`src/rtl/comparator_bist.sv`:
```
// Exhaustive BIST initiator for an N-bit magnitude comparator: sweeps every {a,b} pair,
// checks eq/gt/lt against golden results. Define CMP_BIST_STOP_ON_FAIL_EN to end at the first mismatch.
module comparator_bist #(
    parameter int WIDTH  = 1,
    parameter int SETTLE = 1,
    parameter int ERR_W  = 16
) (
    input  logic                 clk,
    input  logic                 rst_n,
    input  logic                 start,
    output logic [WIDTH-1:0]     a_out,
    output logic [WIDTH-1:0]     b_out,
    input  logic                 eq_in,
    input  logic                 gt_in,
    input  logic                 lt_in,
    output logic                 busy,
    output logic                 done,
    output logic                 pass,
    output logic [ERR_W-1:0]     err_count,
    output logic [2*WIDTH-1:0]   fail_vec
);

    localparam int VW = 2 * WIDTH;
    localparam int SW = (SETTLE > 1) ? $clog2(SETTLE) : 1;

    typedef enum logic [1:0] {
        S_IDLE,
        S_WAIT,
        S_CHECK,
        S_DONE
    } state_t;

    state_t          state;
    logic [SW-1:0]   settle_cnt;
    logic [VW-1:0]   vec;
    logic [VW-1:0]   vec_next;
    logic            exp_eq, exp_gt, exp_lt;
    logic            mismatch;
    logic            last_vec;
    logic            settled;
    logic [ERR_W-1:0] err_inc;

    // The operand registers are the vector counter; a separate copy would only duplicate them.
    assign vec      = {a_out, b_out};
    assign vec_next = vec + VW'(1);
    assign last_vec = &vec;
    assign settled  = (settle_cnt == SW'(SETTLE - 1));

    assign exp_eq   = (a_out == b_out);
    assign exp_gt   = (a_out >  b_out);
    assign exp_lt   = (a_out <  b_out);
    assign mismatch = ({eq_in, gt_in, lt_in} != {exp_eq, exp_gt, exp_lt});
    assign err_inc  = (&err_count) ? err_count : err_count + ERR_W'(1);

    // NOTE: all state and outputs update with non-blocking assignments so every branch
    // below sees the pre-edge values of err_count/vec, independent of statement order.
    always_ff @(posedge clk or negedge rst_n) begin
        if (!rst_n) begin
            state      <= S_IDLE;
            settle_cnt <= '0;
            a_out      <= '0;
            b_out      <= '0;
            busy       <= 1'b0;
            done       <= 1'b0;
            pass       <= 1'b0;
            err_count  <= '0;
            fail_vec   <= '0;
        end else begin
            case (state)
                S_IDLE, S_DONE: begin
                    if (start) begin
                        a_out      <= '0;
                        b_out      <= '0;
                        settle_cnt <= '0;
                        err_count  <= '0;
                        fail_vec   <= '0;
                        busy       <= 1'b1;
                        done       <= 1'b0;
                        pass       <= 1'b0;
                        state      <= S_WAIT;
                    end
                end
                S_WAIT: begin
                    if (settled) begin
                        settle_cnt <= '0;
                        state      <= S_CHECK;
                    end else begin
                        settle_cnt <= settle_cnt + SW'(1);
                    end
                end
                S_CHECK: begin
`ifdef CMP_BIST_STOP_ON_FAIL_EN
                    if (mismatch) begin
                        err_count <= ERR_W'(1);
                        fail_vec  <= vec;
                        busy      <= 1'b0;
                        done      <= 1'b1;
                        pass      <= 1'b0;
                        state     <= S_DONE;
                    end else if (last_vec) begin
                        busy  <= 1'b0;
                        done  <= 1'b1;
                        pass  <= 1'b1;
                        state <= S_DONE;
                    end else begin
                        a_out <= vec_next[VW-1:WIDTH];
                        b_out <= vec_next[WIDTH-1:0];
                        state <= S_WAIT;
                    end
`else
                    if (mismatch) begin
                        err_count <= err_inc;
                        // A saturating counter never returns to zero, so zero means "no failure yet".
                        if (err_count == '0) begin
                            fail_vec <= vec;
                        end
                    end
                    if (last_vec) begin
                        busy  <= 1'b0;
                        done  <= 1'b1;
                        pass  <= (err_count == '0) && !mismatch;
                        state <= S_DONE;
                    end else begin
                        a_out <= vec_next[VW-1:WIDTH];
                        b_out <= vec_next[WIDTH-1:0];
                        state <= S_WAIT;
                    end
`endif
                end
                default: state <= S_IDLE;
            endcase
        end
    end

endmodule

```
`config.mk`:
```
export PLATFORM = sky130hd
export DESIGN_NAME = comparator_bist
export DESIGN_NICKNAME = d
export VERILOG_FILES = /design/src/rtl/comparator_bist.sv
export SDC_FILE = /design/constraint.sdc
export NUM_CORES = 1
export LEC_CHECK = 0
export BUFFER_PORTS_ARGS = -buffer_cell sky130_fd_sc_hd__buf_2
export CORE_ASPECT_RATIO = 1.4
export CORE_MARGIN = 10
export CORE_UTILIZATION = 40
export DETAILED_ROUTE_END_ITERATION = 8
export HOLD_SLACK_MARGIN = 0.03
export PLACE_DENSITY_LB_ADDON = 0.05
export SYNTH_ARGS = -nofsm -noshare
export SYNTH_HDL_FRONTEND = slang
export SYNTH_SLANG_ARGS = --single-unit
```
`constraint.sdc`:
```
create_clock -name clk -period 5.1 [get_ports clk]
set_input_delay 1.02 -clock clk [delete_from_list [all_inputs] [get_ports clk]]
set_output_delay 1.02 -clock clk [all_outputs]
set_load 0.01 [all_outputs]
```
==> results.sh <==
export IMPL_outcome="finished clean"
export IMPL_fp_dieH_um=95.3
export IMPL_grt_use_met2_pct=23.4
export IMPL_crit_chain="inv_1 > ha_1 > buf_4 > nand4_1 > nor4_1 > or2_1 > mux2_2"
export IMPL_stdcell_area_um2=1800
export IMPL_place_area_um2=1750
export IMPL_viasPerCell=5.97
export IMPL_syn_area_um2=1620
export IMPL_area_growth_pct=10.9
export IMPL_synth_top_area_share_pct=38.6
export IMPL_clockBufferDepth=2
export IMPL_finalSetupViolations=0
export IMPL_grt_max_degree=26
export IMPL_clk_pin_slew_ps=90
export IMPL_grt_util_met3_pct=2.81
export IMPL_io_buffers=28
export IMPL_start_util_pct=41.3
export IMPL_wl_per_cell_um=17.3
export IMPL_clkPwrFrac_pct=18.1
export IMPL_max_freq_mhz=311
export IMPL_globalplace_congestion=0.799
export IMPL_yosys_top_cells_area="dfrtp_1 (39%), ha_1 (6.2%), nand2_1 (5.1%)"
export IMPL_multi_input_area_um2=890
export IMPL_critical_path_class="register to register"
export IMPL_tightest_slew_ps=747
export IMPL_slew_headroom_pct=49.7
export IMPL_ys_warn_count=0
export IMPL_setup_tns_ps=0
export IMPL_slowest_stage="nor4_1"
export IMPL_die_area_um2=7030
export IMPL_routed_wl_um=4270
export IMPL_cts_htree_levels=1
export IMPL_max_vdd_ir_drop_mv=0.274
export IMPL_synth_edf_count=0
export IMPL_ys_types=41
export IMPL_drt_iter0_drc=143
export IMPL_crit_fanout=16
export IMPL_drt_pass1_iter_count=4
export IMPL_postCtsHoldBufs=0
export IMPL_p_int_mw=0.372
export IMPL_grt_pass1_vias=1489
export IMPL_io_pins=29
export IMPL_rows=27
export IMPL_grt_pass1_wl_um=7320
export IMPL_postCtsSetupBuffers=0
export IMPL_die_w_um=73.8
export IMPL_rsz0062_at_grt="false"
export IMPL_cts_tree="done"
export IMPL_comb_power_share_pct=43.6
export IMPL_worst_clock_skew_ps=4.46
export IMPL_synthCells=183
export IMPL_grt_util_met1_pct=14.3
export IMPL_drc=0
export IMPL_clock_sinks=25
export IMPL_p_switching_mw=0.283
export IMPL_grtUsageTotal_pct=12.8
export IMPL_syn_area_per_cell_um2=8.85
export IMPL_hold_class="register to register"
export IMPL_hold_viol=0
export IMPL_async_reset_ff_share_pct=100
export IMPL_critPathArrivalTime_ps=3370
export IMPL_yosysSeqAreaShare_pct=38.6
export IMPL_busiest_layer="met2"
export IMPL_ff_latch_area_um2=626
export IMPL_grt_antenna_before_repair=0
export IMPL_via_count=1475
export IMPL_final_cell_mix="buf_2 (28), dfrtp_1 (25), nand2_1 (22), nor2_1 (11), nand4_1 (10)"
export IMPL_switching_share_pct=43.2
export IMPL_dp_hpwl_um=3170
export IMPL_cts_buffers=3
export IMPL_ys_ff_latch=25
export IMPL_coreArea_um2=3920
export IMPL_seqPwrFrac_pct=38.4
export IMPL_period_needed_ps=3210
export IMPL_p_leak_nw=0.823
export IMPL_insertion_delay_ps=260
export IMPL_antennaDiodeCount=0
export IMPL_grt_ovfl_total=0
export IMPL_post_cts_resized=0
export IMPL_start_kind="register"
export IMPL_nFillCells=393
export IMPL_period_share_pct=63.0
export IMPL_drive_above_1_share_pct=17.2
export IMPL_num_nets_final=219
export IMPL_detail_route_antenna_nets=0
export IMPL_synth_flop_cell="dfrtp_1"
export IMPL_synth_nets=197
export IMPL_yosysTopAreaCell="dfrtp_1"
export IMPL_finalMaxSlewViolations=0
export IMPL_max_stage_delay_ps=690
export IMPL_cap_violations=0
export IMPL_final_common_cell="buf_2"
export IMPL_clock_root_buffer="clkbuf_8"
export IMPL_powerDensity_nw_per_um2=365
export IMPL_endpoint_kind="register"
export IMPL_required_ps=5260
[metal layers]
layer	vias to the layer above	routed length (um)
li1	716	-
met1	729	1800
met2	28	2230
met3	2	213
met4	0	29
met5	-	0
[worst paths after layout]
kind | slack (ps) | depth (start not counted) | endpoint | startpoint
worst max-delay path | 1890 | 7 | err_count[13] | state[0]
worst min-delay path | 540 | 2 | done | done
worst max register to register | 1890 | 7 | err_count[13] | state[0]
worst min register to register | 540 | 2 | done | done
max in group asynchronous | 3970 | 1 | err_count[12] | rst_n
min in group asynchronous | 740 | 1 | err_count[15] | rst_n
[state kept, by name, summed over array words and instances, names as in the netlist]
register	flops
done	1
state	2
fail_vec	2
a_out	1
err_count	16
b_out	1
pass	1
busy	1
[metrics by stage]
stage / hold WS (ps) / util, % / cells / power, mW / worst slack, ps
floorplan: 526 / - / 183 / 0.490 / 2720
global placement: 493 / 44.7 / 243 / 0.533 / 1960
detailed placement: 511 / 44.7 / 243 / 0.541 / 1930
CTS: 538 / 45.8 / 247 / 0.663 / 1910
global route: 580 / 45.8 / 247 / 0.707 / 1620
finish: 536 / 45.8 / 247 / 0.655 / 1890
[kinds of logic (layout without fill, tap and decap cells)]
group / count (synthesis) / count (layout) / share of synthesized area (%)
compound gates: 38 / 38 / 16.8
xor+xnor: 3 / 3 / 1.62
fa+ha+maj: 8 / 8 / 6.18
buf+inv: 21 / 42 / 6.41
flops: 25 / 25 / 38.6
mux: 6 / 6 / 3.94
simple gates: 82 / 82 / 26.4
[cell type report]
class                           count  area share [%]
Multi-Input combinational cell    137            49.5
Tap cell                           43            3.00
Clock buffer                        4            2.51
Timing Repair Buffer               29            8.22
Inverter                            9            1.88
Sequential cell                    25            34.8
[critical path, delay by kind of cell (launching register included)]
kind | cells | cell delay, ps
AND/OR/NAND/NOR | 3 | 1410
flip-flops | 1 | 420
buffers and inverters | 2 | 380
multiplexers | 1 | 400
adder cells (fa/ha/maj) | 1 | 490
[Yosys cell counts (all sizes together), types with 2 or more instances]
cell type	count
nand2b	4
inv	8
a211o	5
xnor2	3
nor4	9
o21ai	9
nand4	10
clkbuf	5
mux2i	3
dfrtp	25
nor4b	4
or3	2
and2	3
nor2	11
o311ai	2
buf	7
nand3	8
ha	8
a22o	3
mux2	3
nand2	22
nor3	6
a21oi	6
a221o	2
[power groups by stage]
stage	logic, mW	registers [mW]	clock network [mW]
floorplan	0.234	0.257	0
global placement	0.278	0.255	0
detailed placement	0.285	0.256	0
CTS	0.286	0.251	0.125
global route	0.321	0.257	0.128
finish	0.285	0.251	0.118
(Power assumes the default switching activity.)
